### config.mk
export PLATFORM = sky130hd
export DESIGN_NAME = chien_search_unit_flat
export DESIGN_NICKNAME = d
export VERILOG_FILES = /design/src/rtl/chien_search_unit_if.sv /design/src/rtl/chien_search_unit.sv /design/src/flat_wrapper.sv
export SDC_FILE = /design/constraint.sdc
export NUM_CORES = 1
export LEC_CHECK = 0
export ABC_AREA = 1
export CORE_UTILIZATION = 45
export DETAILED_ROUTE_END_ITERATION = 12
export PLACE_DENSITY = 0.69
export SYNTH_ARGS = -nofsm -noshare
export SYNTH_HDL_FRONTEND = slang
export SYNTH_SLANG_ARGS = --single-unit
### constraint.sdc
create_clock -name CLK -period 5.19 [get_ports CLK]
set_clock_uncertainty 0.05 [all_clocks]
set_input_delay 0.519 -clock CLK [delete_from_list [all_inputs] [get_ports CLK]]
set_output_delay 0.519 -clock CLK [all_outputs]
set_load 0.02 [all_outputs]
### src/rtl/chien_search_unit_if.sv
// Handshake and result bundle for the Chien search engine.
// The requester (master) drives START/LAMBDA; the engine (slave) drives status and results.
interface chien_search_unit_if #(
   parameter int M = 4,
   parameter int T = 2
);
   logic                   START;
   logic [(T+1)*M-1:0]     LAMBDA;
   logic                   BUSY;
   logic                   LOC_VALID;
   logic                   ERR_FLAG;
   logic [M-1:0]           ERR_POS;
   logic                   DONE;
   logic [M-1:0]           ROOT_COUNT;
   logic                   FAIL;

   modport master (
      output START, LAMBDA,
      input  BUSY, LOC_VALID, ERR_FLAG, ERR_POS, DONE, ROOT_COUNT, FAIL
   );

   modport slave (
      input  START, LAMBDA,
      output BUSY, LOC_VALID, ERR_FLAG, ERR_POS, DONE, ROOT_COUNT, FAIL
   );
endinterface

### src/rtl/chien_search_unit.sv
// Chien search engine: evaluates the error-locator polynomial at alpha^i for
// i = 0..N-1 over GF(2^M), one position per clock, and reports each root as an
// error flag with its codeword position. At the end of the sweep the root count
// is compared with the locator degree to detect an uncorrectable codeword.
module chien_search_unit #(
   parameter int         M         = 4,
   parameter int         T         = 2,
   parameter int         N         = 15,
   parameter logic [M:0] PRIM_POLY = 5'b10011
) (
   input logic                CLK,
   input logic                RESET,
   chien_search_unit_if.slave bus
);

   typedef enum logic [0:0] {
      S_IDLE  = 1'b0,
      S_SWEEP = 1'b1
   } state_t;

   localparam logic [M-1:0] ZERO_M   = {M{1'b0}};
   localparam logic [M-1:0] ONE_M    = M'(1);
   localparam logic [M-1:0] N_M      = M'(N);
   localparam logic [M-1:0] LAST_IDX = M'(N - 1);

   // Multiply a field element by alpha: shift left, reduce by the field polynomial.
   function automatic logic [M-1:0] xtime(input logic [M-1:0] a);
      logic [M-1:0] s;
      s = {a[M-2:0], 1'b0};
      if (a[M-1]) begin
         s = s ^ PRIM_POLY[M-1:0];
      end else begin
         s = s;
      end
      return s;
   endfunction

   // Multiply by alpha^j as j chained xtime steps; j is always an elaboration constant.
   function automatic logic [M-1:0] mul_alpha_pow(input logic [M-1:0] a, input int j);
      logic [M-1:0] s;
      s = a;
      for (int k = 0; k < T; k++) begin
         if (k < j) begin
            s = xtime(s);
         end else begin
            s = s;
         end
      end
      return s;
   endfunction

   state_t       state_q, state_d;
   logic [M-1:0] r_q [0:T];
   logic [M-1:0] r_d [0:T];
   logic [M-1:0] idx_q, idx_d;
   logic [M-1:0] cnt_q, cnt_d;
   logic [M-1:0] deg_q, deg_d;
   logic         lam0_zero_q, lam0_zero_d;
   logic         busy_q, busy_d;
   logic         loc_valid_q, loc_valid_d;
   logic         err_flag_q, err_flag_d;
   logic [M-1:0] err_pos_q, err_pos_d;
   logic         done_q, done_d;
   logic [M-1:0] root_count_q, root_count_d;
   logic         fail_q, fail_d;

   logic [M-1:0] lam_s [0:T];
   logic [M-1:0] deg_s;
   logic [M-1:0] syn_s;
   logic [M-1:0] cnt_next_s;

   // Unpack the locator coefficients and find the degree of the incoming polynomial.
   always_comb begin
      deg_s = ZERO_M;
      for (int j = 0; j <= T; j++) begin
         lam_s[j] = bus.LAMBDA[j*M +: M];
      end
      for (int j = 1; j <= T; j++) begin
         if (lam_s[j] != ZERO_M) begin
            deg_s = M'(j);
         end else begin
            deg_s = deg_s;
         end
      end
   end

   // Lambda(alpha^idx) is the XOR of all term registers; a zero sum marks a root.
   always_comb begin
      syn_s = ZERO_M;
      for (int j = 0; j <= T; j++) begin
         syn_s = syn_s ^ r_q[j];
      end
      cnt_next_s = cnt_q + ((syn_s == ZERO_M) ? ONE_M : ZERO_M);
   end

   // Next-state and output logic for the IDLE/SWEEP controller.
   always_comb begin
      state_d      = state_q;
      for (int j = 0; j <= T; j++) begin
         r_d[j] = r_q[j];
      end
      idx_d        = idx_q;
      cnt_d        = cnt_q;
      deg_d        = deg_q;
      lam0_zero_d  = lam0_zero_q;
      busy_d       = busy_q;
      loc_valid_d  = 1'b0;
      err_flag_d   = err_flag_q;
      err_pos_d    = err_pos_q;
      done_d       = 1'b0;
      root_count_d = root_count_q;
      fail_d       = fail_q;

      case (state_q)
         S_IDLE: begin
            if (bus.START) begin
               for (int j = 0; j <= T; j++) begin
                  r_d[j] = lam_s[j];
               end
               idx_d       = ZERO_M;
               cnt_d       = ZERO_M;
               deg_d       = deg_s;
               lam0_zero_d = (lam_s[0] == ZERO_M);
               busy_d      = 1'b1;
               state_d     = S_SWEEP;
            end else begin
               busy_d  = 1'b0;
               state_d = S_IDLE;
            end
         end
         S_SWEEP: begin
            loc_valid_d = 1'b1;
            err_flag_d  = (syn_s == ZERO_M);
            // Position is the inverse exponent: alpha^i is a root for the symbol at N-i.
            err_pos_d   = (idx_q == ZERO_M) ? ZERO_M : (N_M - idx_q);
            for (int j = 0; j <= T; j++) begin
               r_d[j] = mul_alpha_pow(r_q[j], j);
            end
            if (idx_q == LAST_IDX) begin
               idx_d        = ZERO_M;
               cnt_d        = cnt_next_s;
               root_count_d = cnt_next_s;
               fail_d       = lam0_zero_q | (cnt_next_s != deg_q);
               done_d       = 1'b1;
               busy_d       = 1'b0;
               state_d      = S_IDLE;
            end else begin
               idx_d   = idx_q + ONE_M;
               cnt_d   = cnt_next_s;
               busy_d  = 1'b1;
               state_d = S_SWEEP;
            end
         end
         default: begin
            busy_d  = 1'b0;
            state_d = S_IDLE;
         end
      endcase
   end

   // State and output registers with synchronous reset.
   always_ff @(posedge CLK) begin
      if (RESET) begin
         state_q      <= S_IDLE;
         for (int j = 0; j <= T; j++) begin
            r_q[j] <= ZERO_M;
         end
         idx_q        <= ZERO_M;
         cnt_q        <= ZERO_M;
         deg_q        <= ZERO_M;
         lam0_zero_q  <= 1'b0;
         busy_q       <= 1'b0;
         loc_valid_q  <= 1'b0;
         err_flag_q   <= 1'b0;
         err_pos_q    <= ZERO_M;
         done_q       <= 1'b0;
         root_count_q <= ZERO_M;
         fail_q       <= 1'b0;
      end else begin
         state_q      <= state_d;
         for (int j = 0; j <= T; j++) begin
            r_q[j] <= r_d[j];
         end
         idx_q        <= idx_d;
         cnt_q        <= cnt_d;
         deg_q        <= deg_d;
         lam0_zero_q  <= lam0_zero_d;
         busy_q       <= busy_d;
         loc_valid_q  <= loc_valid_d;
         err_flag_q   <= err_flag_d;
         err_pos_q    <= err_pos_d;
         done_q       <= done_d;
         root_count_q <= root_count_d;
         fail_q       <= fail_d;
      end
   end

   assign bus.BUSY       = busy_q;
   assign bus.LOC_VALID  = loc_valid_q;
   assign bus.ERR_FLAG   = err_flag_q;
   assign bus.ERR_POS    = err_pos_q;
   assign bus.DONE       = done_q;
   assign bus.ROOT_COUNT = root_count_q;
   assign bus.FAIL       = fail_q;

endmodule

### src/flat_wrapper.sv
// flat-port wrapper written by rule: the top's interface ports become plain ports
module chien_search_unit_flat 
#(
   parameter int         M         = 4,
   parameter int         T         = 2,
   parameter int         N         = 15,
   parameter logic [M:0] PRIM_POLY = 5'b10011
)
  (CLK, RESET, bus_START, bus_LAMBDA, bus_BUSY, bus_LOC_VALID, bus_ERR_FLAG, bus_ERR_POS, bus_DONE, bus_ROOT_COUNT, bus_FAIL);
  chien_search_unit_if #(.M(M), .T(T)) bus_i ();
  input logic CLK;
  input logic RESET;
  input wire logic [$bits(bus_i.START)-1:0] bus_START;
  input wire logic [$bits(bus_i.LAMBDA)-1:0] bus_LAMBDA;
  output wire logic [$bits(bus_i.BUSY)-1:0] bus_BUSY;
  output wire logic [$bits(bus_i.LOC_VALID)-1:0] bus_LOC_VALID;
  output wire logic [$bits(bus_i.ERR_FLAG)-1:0] bus_ERR_FLAG;
  output wire logic [$bits(bus_i.ERR_POS)-1:0] bus_ERR_POS;
  output wire logic [$bits(bus_i.DONE)-1:0] bus_DONE;
  output wire logic [$bits(bus_i.ROOT_COUNT)-1:0] bus_ROOT_COUNT;
  output wire logic [$bits(bus_i.FAIL)-1:0] bus_FAIL;
  assign bus_i.START = bus_START;
  assign bus_i.LAMBDA = bus_LAMBDA;
  assign bus_BUSY = bus_i.BUSY;
  assign bus_LOC_VALID = bus_i.LOC_VALID;
  assign bus_ERR_FLAG = bus_i.ERR_FLAG;
  assign bus_ERR_POS = bus_i.ERR_POS;
  assign bus_DONE = bus_i.DONE;
  assign bus_ROOT_COUNT = bus_i.ROOT_COUNT;
  assign bus_FAIL = bus_i.FAIL;
  chien_search_unit #(.M(M), .T(T), .N(N), .PRIM_POLY(PRIM_POLY)) u_core (.CLK(CLK), .RESET(RESET), .bus(bus_i));
endmodule
==> impl_metrics.env, run 1 <==
export IMPL_syn_area_per_cell_um2=7.25
export IMPL_total_power_w=0.000670
export IMPL_cts_inserted_buffers=5
export IMPL_drc=0
export IMPL_drtAntennaViolNets=0
export IMPL_drt_iter0_drc=125
export IMPL_synth_top_area_share=0.432
export IMPL_synth_top_area_cell="dfxtp_1"
export IMPL_crit_family="buffers and inverters"
export IMPL_grt_pass1_wl_mm=6.11
export IMPL_p_switching_w=0.000168
export IMPL_combPwrFrac=0.147
export IMPL_slew_headroom=0.619
export IMPL_synth_cells=230
export IMPL_start_util=0.484
export IMPL_endpoint_kind="output pin"
export IMPL_fp_row_count=21
export IMPL_yosys_warnings=0
export IMPL_yosys_cell_types_count=26
export IMPL_cts_sinks=36
export IMPL_clock_power_share=0.402
export IMPL_hold_slack_ps=421
export IMPL_gr_total_overflow=0
export IMPL_cp_num_cells=1
export IMPL_power_density_nw_per_um2=322
export IMPL_post_cts_setup_buffers=0
export IMPL_clk_latency_ps=290
export IMPL_fin_nets=278
export IMPL_core_area_um2=3440
export IMPL_cts_root_buffer="clkbuf_8"
export IMPL_min_period_ps=2250
export IMPL_fin_tns_setup_ps=0
export IMPL_placed_cells=297
export IMPL_regArea_um2=721
export IMPL_ctsHoldBuffers=0
export IMPL_num_vias=1522
export IMPL_drive_gt1_frac=0.0579
export IMPL_fmax_mhz=445
export IMPL_first_pass_iters=4
export IMPL_cp_required_ps=4620
export IMPL_grt_pass1_vias=1359
export IMPL_grt_max_degree=27
export IMPL_clk_path_buf_depth=2
export IMPL_hold_path_class="reg -> reg"
export IMPL_cts_resized=0
export IMPL_fp_dieW_um=62.9
export IMPL_period_share=0.433
export IMPL_ys_ff_latch=36
export IMPL_path_cells="clkdlybuf4s50_1"
export IMPL_die_area_um2=3950
export IMPL_ir_worst_vdd_mv=0.163
export IMPL_wl_per_cell_um=11.7
export IMPL_tightest_slew_ps=571
export IMPL_synthToLayoutAreaGrowth_pct=25.0
export IMPL_hpwl_mm=2.57
export IMPL_p_leak_nw=0.879
export IMPL_start_kind="register"
export IMPL_syn_nets=250
export IMPL_multi_input_area_um2=767
export IMPL_num_io_pins=28
export IMPL_critPathArrivalTime_ps=1680
export IMPL_clkTransAtPathRegs_ps=70
export IMPL_utilization=0.605
export IMPL_seq_area_frac_synth=0.432
export IMPL_htreeDepth=2
export IMPL_hold_viol=0
export IMPL_numPortBuffers=27
export IMPL_rsz0062_at_grt="no"
export IMPL_antenna_found_initial=0
export IMPL_cap_violations=0
export IMPL_fillCellCount=317
export IMPL_crit_path_top_delay_cell="clkdlybuf4s50_1"
export IMPL_synth_area_leaders="dfxtp_1, nand2_1, inv_1, o21ai_0, a21oi_1"
export IMPL_crit_path_max_incr_delay_ps=710
export IMPL_netlist_area_um2=1670
export IMPL_track_usage=0.200
export IMPL_gp_congestion=0.726
export IMPL_worstSetupPathType="reg -> out"
export IMPL_crit_buf_inv=1
export IMPL_p_sw_frac=0.251
export IMPL_n_antenna_cell=0
export IMPL_seqPwrFrac=0.452
export IMPL_instances_no_fill=305
export IMPL_internal_power_w=0.000502
export IMPL_outcome="finished clean"
export IMPL_slew_viol_final=0
export IMPL_setup_viol=0
export IMPL_fp_dieH_um=62.9
export IMPL_cp_max_fo=16
export IMPL_cts_tree="built"
export IMPL_drt_total_wl_mm=3.58
export IMPL_routed_via_density=4.99
export IMPL_r2r_cells=13
export IMPL_hold_depth=2
-- layer usage --
| metal | track usage | wire length, um | vias up |
|---|---|---|---|
| met5 | 0 | 0 | - |
| met4 | 0.0959 | 63 | 0 |
| met3 | 0.0420 | 144 | 8 |
| met2 | 0.304 | 1550 | 26 |
| met1 | 0.269 | 1820 | 694 |
| li1 | - | - | 794 |
-- registers in the layout (all words and copies together), names as in the netlist --
name                   flops
u_core.bus.LOC_VALID       1
u_core.bus.ERR_FLAG        1
u_core.r_q                12
u_core.bus.FAIL            1
u_core.bus.ROOT_COUNT      4
u_core.bus.BUSY            1
u_core.bus.DONE            1
u_core.cnt_q               4
u_core.deg_q               2
u_core.lam0_zero_q         1
u_core.bus.ERR_POS         4
u_core.idx_q               4
-- final cells by class --
cell class                 instances  area share
clock buffer                       7      0.0462
clock inverter                     1      0.0144
inverter                          37      0.0679
multi-input combinational        151       0.368
sequential                        36       0.346
tap                               46      0.0276
timing repair buffer              27       0.130
-- power groups by stage --
stage / Clock, W / Sequential (W) / Combinational, W
after floorplan: 0 / 0.000311 / 0.0000620
after global placement: 0 / 0.000308 / 0.0000970
after detailed placement: 0 / 0.000309 / 0.0000978
after CTS: 0.000271 / 0.000302 / 0.0000985
after global routing: 0.000286 / 0.000304 / 0.000111
final: 0.000269 / 0.000303 / 0.0000983
-- cell usage in the layout (no fill, tap or decap), drive strengths merged, types with 2 or more instances in the layout --
cell type	synthesis	routed
xnor2	5	5
a21oi	21	21
nor2	23	23
clkdlybuf4s50	0	27
nand4	2	2
ha	5	5
nand2	45	45
o21ai	26	26
nand3	11	11
dfxtp	36	36
inv	37	37
o22ai	8	8
clkbuf	1	7
-- metrics by stage --
stage                     setup slack, ps  instance area (um2)
after detailed placement             3170                 1960
after global placement               3190                 1960
after CTS                            2930                 2080
after floorplan                      3450                 1670
after global routing                 2840                 2080
final                                2940                 2080
-- logic make-up after synthesis --
kind of cell | count (synthesis) | synth area share
AND/OR/NAND/NOR | 85 | 0.221
AO/OA/AOI/OAI | 56 | 0.176
buffers and inverters | 43 | 0.107
flip-flops | 36 | 0.432
XOR/XNOR | 5 | 0.0263
adder cells (fa/ha/maj) | 5 | 0.0375
-- synthesized netlist by cell type, drive strengths merged --
cell type,count
a211oi,1
a21oi,21
and3,1
buf,5
clkbuf,1
dfxtp,36
ha,5
inv,37
nand2,45
nand3,11
nand3b,1
nand4,2
nor2,23
nor3,1
o21ai,26
o22ai,8
or2,1
xnor2,5
-- worst paths after layout --
path,start,end,slack (ps)
worst max register to register,u_core.r_q[0][10]$_SDFFE_PP0P_,u_core.bus.FAIL$_SDFFE_PP0P_,3170
worst max-delay path,u_core.bus.BUSY$_SDFF_PP0_,bus_BUSY,2940
worst min-delay path,u_core.lam0_zero_q$_SDFFE_PP0P_,u_core.lam0_zero_q$_SDFFE_PP0P_,420
worst min register to register,u_core.lam0_zero_q$_SDFFE_PP0P_,u_core.lam0_zero_q$_SDFFE_PP0P_,420
Note: power is estimated with default switching activity, not from simulation.
==> run 2, diff against run 1 <==
- clock period: 5.19 -> 2.3 ns (I/O delays scaled with it)
==> impl_metrics.env, run 2 (synthesis gave the netlist of run 1 again) <==
export IMPL_drive_gt1_frac=0.0575
export IMPL_setup_viol=0
export IMPL_htreeDepth=2
export IMPL_clock_power_share=0.334
export IMPL_p_leak_nw=0.870
export IMPL_clk_latency_ps=280
export IMPL_rsz0062_at_grt="no"
export IMPL_drt_iter0_drc=116
export IMPL_core_area_um2=3440
export IMPL_post_cts_setup_buffers=0
export IMPL_antenna_found_initial=0
export IMPL_outcome="finished clean"
export IMPL_ctsHoldBuffers=0
export IMPL_fp_dieH_um=62.9
export IMPL_crit_path_max_incr_delay_ps=410
export IMPL_largest_reg_flops=12
export IMPL_cts_inserted_buffers=5
export IMPL_min_period_ps=2000
export IMPL_hold_viol=0
export IMPL_crit_start="u_core.r_q[0][11]$_SDFFE_PP0P_"
export IMPL_grt_max_degree=27
export IMPL_fin_tns_setup_ps=0
export IMPL_gp_congestion=0.830
export IMPL_top_register="u_core.r_q"
export IMPL_top_layer="met4"
export IMPL_fillCellCount=327
export IMPL_setup_ws_ps=303
export IMPL_final_cell_mix="nand2_1, dfxtp_1, inv_1"
export IMPL_dr_wl_met2_mm=1.58
export IMPL_track_usage=0.201
export IMPL_p_sw_frac=0.268
export IMPL_layout_commonest_cell="nand2_1"
export IMPL_die_area_um2=3950
export IMPL_first_pass_iters=4
export IMPL_slew_viol_final=0
export IMPL_drt_total_wl_mm=3.65
export IMPL_combPwrFrac=0.167
export IMPL_fp_dieW_um=62.9
export IMPL_met3_length_um=139
export IMPL_period_share=0.868
export IMPL_num_vias=1529
export IMPL_wl_per_cell_um=11.9
export IMPL_worstSetupPathType="reg -> reg"
export IMPL_endpoint_kind="register"
export IMPL_cp_max_fo=4
export IMPL_grt_pass1_wl_mm=6.32
export IMPL_synthToLayoutAreaGrowth_pct=23.7
export IMPL_fmax_mhz=501
export IMPL_start_util=0.484
export IMPL_path_cells="inv_1 > nand2_1 > nand3_1 > nand2_1 > nand2_1 > nor2_1 > ha_1 > ha_1 > inv_1 > a21oi_1 > and3_1 > a21oi_1"
export IMPL_crit_path_end="u_core.bus.FAIL$_SDFFE_PP0P_"
export IMPL_tightest_slew_ps=382
export IMPL_hpwl_mm=2.67
export IMPL_min_delay_start="u_core.r_q[0][3]$_SDFFE_PP0P_"
export IMPL_critPathMostFrequentCell="nand2_1"
export IMPL_clk_path_buf_depth=2
export IMPL_drc=0
export IMPL_reg2reg_setup_slack_ps=300
export IMPL_grt_pass1_vias=1411
export IMPL_internal_power_w=0.000997
export IMPL_crit_path_top_delay_cell="dfxtp_1"
export IMPL_numPortBuffers=27
export IMPL_cts_resized=0
export IMPL_cp_num_cells=12
export IMPL_num_io_pins=28
export IMPL_gr_total_overflow=0
export IMPL_wl_met1_mm=1.90
export IMPL_routed_via_density=4.98
export IMPL_r2r_end="u_core.bus.FAIL$_SDFFE_PP0P_"
export IMPL_cap_violations=0
export IMPL_clkTransAtPathRegs_ps=70
export IMPL_crit_buf_inv=2
export IMPL_crit_family="simple AND/OR/NAND/NOR gates"
export IMPL_cts_tree="built"
export IMPL_fp_row_count=21
export IMPL_cts_root_buffer="clkbuf_8"
export IMPL_place_ws_ps=308
export IMPL_ir_worst_vdd_mv=0.474
export IMPL_utilization=0.599
export IMPL_cts_sinks=36
export IMPL_fin_nets=280
export IMPL_slew_headroom=0.745
export IMPL_drtAntennaViolNets=0
export IMPL_cp_required_ps=2460
export IMPL_seqPwrFrac=0.499
export IMPL_p_switching_w=0.000365
export IMPL_power_density_nw_per_um2=661
export IMPL_r2r_cells=12
export IMPL_start_kind="register"
export IMPL_hold_path_class="reg -> reg"
export IMPL_r2r_start="u_core.r_q[0][11]$_SDFFE_PP0P_"
export IMPL_n_antenna_cell=0
export IMPL_critPathArrivalTime_ps=2160
run 2: cell count changes in the layout (fill, tap and decap cells not counted):
cell	delta
buf_4	+2
bufinv_16	-1
clkbuf_1	+2
clkbuf_8	-1
run 2: worst min path at each step:
stage	endpoint	slack, ps	cells after the start
floorplan	u_core.r_q[0][0]$_SDFFE_PP0P_	330	2
global placement	u_core.r_q[0][3]$_SDFFE_PP0P_	410	2
detailed placement	u_core.r_q[0][3]$_SDFFE_PP0P_	420	2
CTS	u_core.r_q[0][3]$_SDFFE_PP0P_	430	2
global route	u_core.r_q[0][3]$_SDFFE_PP0P_	450	2
finish	u_core.r_q[0][3]$_SDFFE_PP0P_	430	2
run 2: layout make-up:
class / instances / area (um2) / share of cell area
timing repair buffer: 29 / 285 / 0.138
inverter: 37 / 141 / 0.0686
sequential: 36 / 721 / 0.350
multi-input combinational: 151 / 767 / 0.372
tap: 46 / 57.6 / 0.0279
clock buffer: 8 / 90.1 / 0.0437
run 2: layer usage:
layer  track usage  up-vias
met3        0.0438        2
met4        0.0785        0
met1         0.275      695
met5             0        -
met2         0.306       32
li1              -      800
run 2: metrics by stage:
stage / instances / cell area [um2] / hold slack, ps / power, W
after global placement: 299 / 1970 / 415 / 0.000919
after floorplan: 230 / 1670 / 326 / 0.000841
final: 307 / 2060 / 426 / 0.00136
after CTS: 307 / 2060 / 426 / 0.00137
after global routing: 307 / 2060 / 454 / 0.00144
after detailed placement: 299 / 1970 / 417 / 0.000921
run 2: worst min-delay path: stages (launching register included):
cell     delay [ps]
dfxtp_1         310
inv_1            60
a21oi_1          60
run 2: power by group through the flow:
stage	clock [W]	sequential (W)	combinational, W
final	0.000454	0.000680	0.000228
after global routing	0.000498	0.000684	0.000254
after CTS	0.000467	0.000680	0.000228
after detailed placement	0	0.000694	0.000227
after global placement	0	0.000693	0.000226
after floorplan	0	0.000701	0.000140
==> run 3, diff against run 2 <==
- CORE_UTILIZATION: 45 -> 60
- DONT_BUFFER_PORTS: not set -> 1
- PLACE_DENSITY: 0.69 -> 0.76
==> impl_metrics.env, run 3 (synthesis gave the netlist of run 1 again) <==
export IMPL_numPortBuffers=0
export IMPL_final_cell_mix="nand2_1, dfxtp_1, inv_1"
export IMPL_grt_pass1_wl_mm=5.84
export IMPL_tightest_slew_ps=397
export IMPL_grt_pass1_vias=1425
export IMPL_layout_commonest_cell="nand2_1"
export IMPL_placed_cells=255
export IMPL_n_antenna_cell=0
export IMPL_power_density_nw_per_um2=737
export IMPL_grt_use_met3=0.0944
export IMPL_fin_nets=255
export IMPL_critPathArrivalTime_ps=2170
export IMPL_antenna_found_initial=0
export IMPL_min_period_ps=1930
export IMPL_cts_tree="built"
export IMPL_num_vias=1484
export IMPL_slew_viol_final=0
export IMPL_final_area_um2=1780
export IMPL_hold_path_class="in -> reg"
export IMPL_fp_row_count=18
export IMPL_grt_busiest_layer="met2"
export IMPL_drt_iter0_drc=65
export IMPL_drtAntennaViolNets=0
export IMPL_post_cts_setup_buffers=0
export IMPL_instances_no_fill=266
export IMPL_num_io_pins=28
export IMPL_p_leak_nw=0.774
export IMPL_grt_max_degree=27
export IMPL_postPlaceCellArea_um2=1670
export IMPL_clk_latency_ps=350
export IMPL_utilization=0.701
export IMPL_grt_use_met2=0.454
export IMPL_fin_tns_setup_ps=0
export IMPL_slew_headroom=0.734
export IMPL_track_usage=0.278
export IMPL_period_share=0.838
export IMPL_setup_viol=0
export IMPL_cts_sinks=36
export IMPL_largest_reg_flops=12
export IMPL_fillCellCount=219
export IMPL_cts_inserted_buffers=5
export IMPL_worstSetupPathType="reg -> reg"
export IMPL_endpoint_kind="register"
export IMPL_grt_met1_usage=0.338
export IMPL_wl_per_cell_um=13.0
export IMPL_fp_dieH_um=54.7
export IMPL_gp_congestion=0.839
export IMPL_drt_total_wl_mm=3.47
export IMPL_hpwl_mm=2.48
export IMPL_first_pass_iters=4
export IMPL_core_area_um2=2540
export IMPL_start_util=0.655
export IMPL_drive_gt1_frac=0.0678
export IMPL_fp_dieW_um=54.7
export IMPL_die_area_um2=2990
export IMPL_gr_total_overflow=0
export IMPL_outcome="finished clean"
export IMPL_rsz0062_at_grt="no"
export IMPL_drc=0
export IMPL_fmax_mhz=519
export IMPL_hold_slack_ps=15.7
export IMPL_hold_viol=0
export IMPL_clk_path_buf_depth=2
export IMPL_cp_max_fo=4
export IMPL_cap_violations=0
export IMPL_top_register="u_core.r_q"
export IMPL_cts_root_buffer="clkbuf_4"
export IMPL_clkTransAtPathRegs_ps=120
export IMPL_cp_required_ps=2540
export IMPL_htreeDepth=2
export IMPL_routed_via_density=5.58
export IMPL_start_kind="register"
export IMPL_ir_worst_vdd_mv=0.578
export IMPL_cts_resized=0
export IMPL_synthToLayoutAreaGrowth_pct=7.06
## run 3: cell types whose count changed in the layout (fill, tap and decap cells not counted), sizes merged
cell / change
clkdlybuf4s50: -27
clkbuf: -3
dlygate4sd3: +3
buf: -1
bufinv: +1
clkinv: +1
clkinvlp: +1
## run 3: critical path: stages, from the launching register on
cell and delay [ps]:
dfxtp_1 430, inv_1 90, nand2_1 90, nand2_1 60, nand2_1 50, nand2_1 40, nand2_1 50, nor2_1 50
ha_1 210, ha_1 200, xnor2_1 150, or2_2 290, a21oi_1 120
## run 3: through the flow
step           setup slack (ps)  power (W)
2_1_floorplan               560   0.000841
3_3_place_gp                400   0.000866
3_5_place_dp                397   0.000871
4_1_cts                     379    0.00132
5_1_grt                     159    0.00137
6_report                    373    0.00131
## run 3: final cells by class
class	instances	area (um2)	share of cell area
Timing Repair Buffer	4	37.5	0.0210
Tap cell	30	37.5	0.0210
Clock inverter	3	42.5	0.0238
Multi-Input combinational cell	151	767	0.430
Sequential cell	36	721	0.404
Inverter	37	141	0.0792
Clock buffer	5	37.5	0.0210
## run 3: routing by layer
layer / wire length, um / part of all wire / up-vias
li1: - / - / 749
met3: 196 / 0.056 / 4
met5: 0 / 0 / -
met2: 1640 / 0.47 / 40
met1: 1600 / 0.46 / 691
met4: 32 / 0.0092 / 0
## run 3: path summary, 6_finish.rpt
kind	start	endpoint	slack, ps	cells past startpoint
setup / recovery	u_core.r_q[0][11]$_SDFFE_PP0P_	u_core.cnt_q[2]$_SDFFE_PP0P_	370	12
hold / removal	bus_LAMBDA[2]	u_core.lam0_zero_q$_SDFFE_PP0P_	20	3
setup reg to reg	u_core.r_q[0][11]$_SDFFE_PP0P_	u_core.cnt_q[2]$_SDFFE_PP0P_	370	12
hold reg to reg	u_core.r_q[0][1]$_SDFFE_PP0P_	u_core.r_q[0][1]$_SDFFE_PP0P_	430	2
## run 3: power breakdown
| part | switching, W | internal (W) |
|---|---|---|
| clock network | 0.000224 | 0.000227 |
| logic | 0.000113 | 0.0000634 |
| registers | 0.0000322 | 0.000656 |
| total | 0.000369 | 0.000945 |
## run 3: what timing repair did
item,4_1_cts,5_1_grt
endpoints found under the setup margin,0,0
endpoints found under the hold margin,10,0
hold buffers,3,0
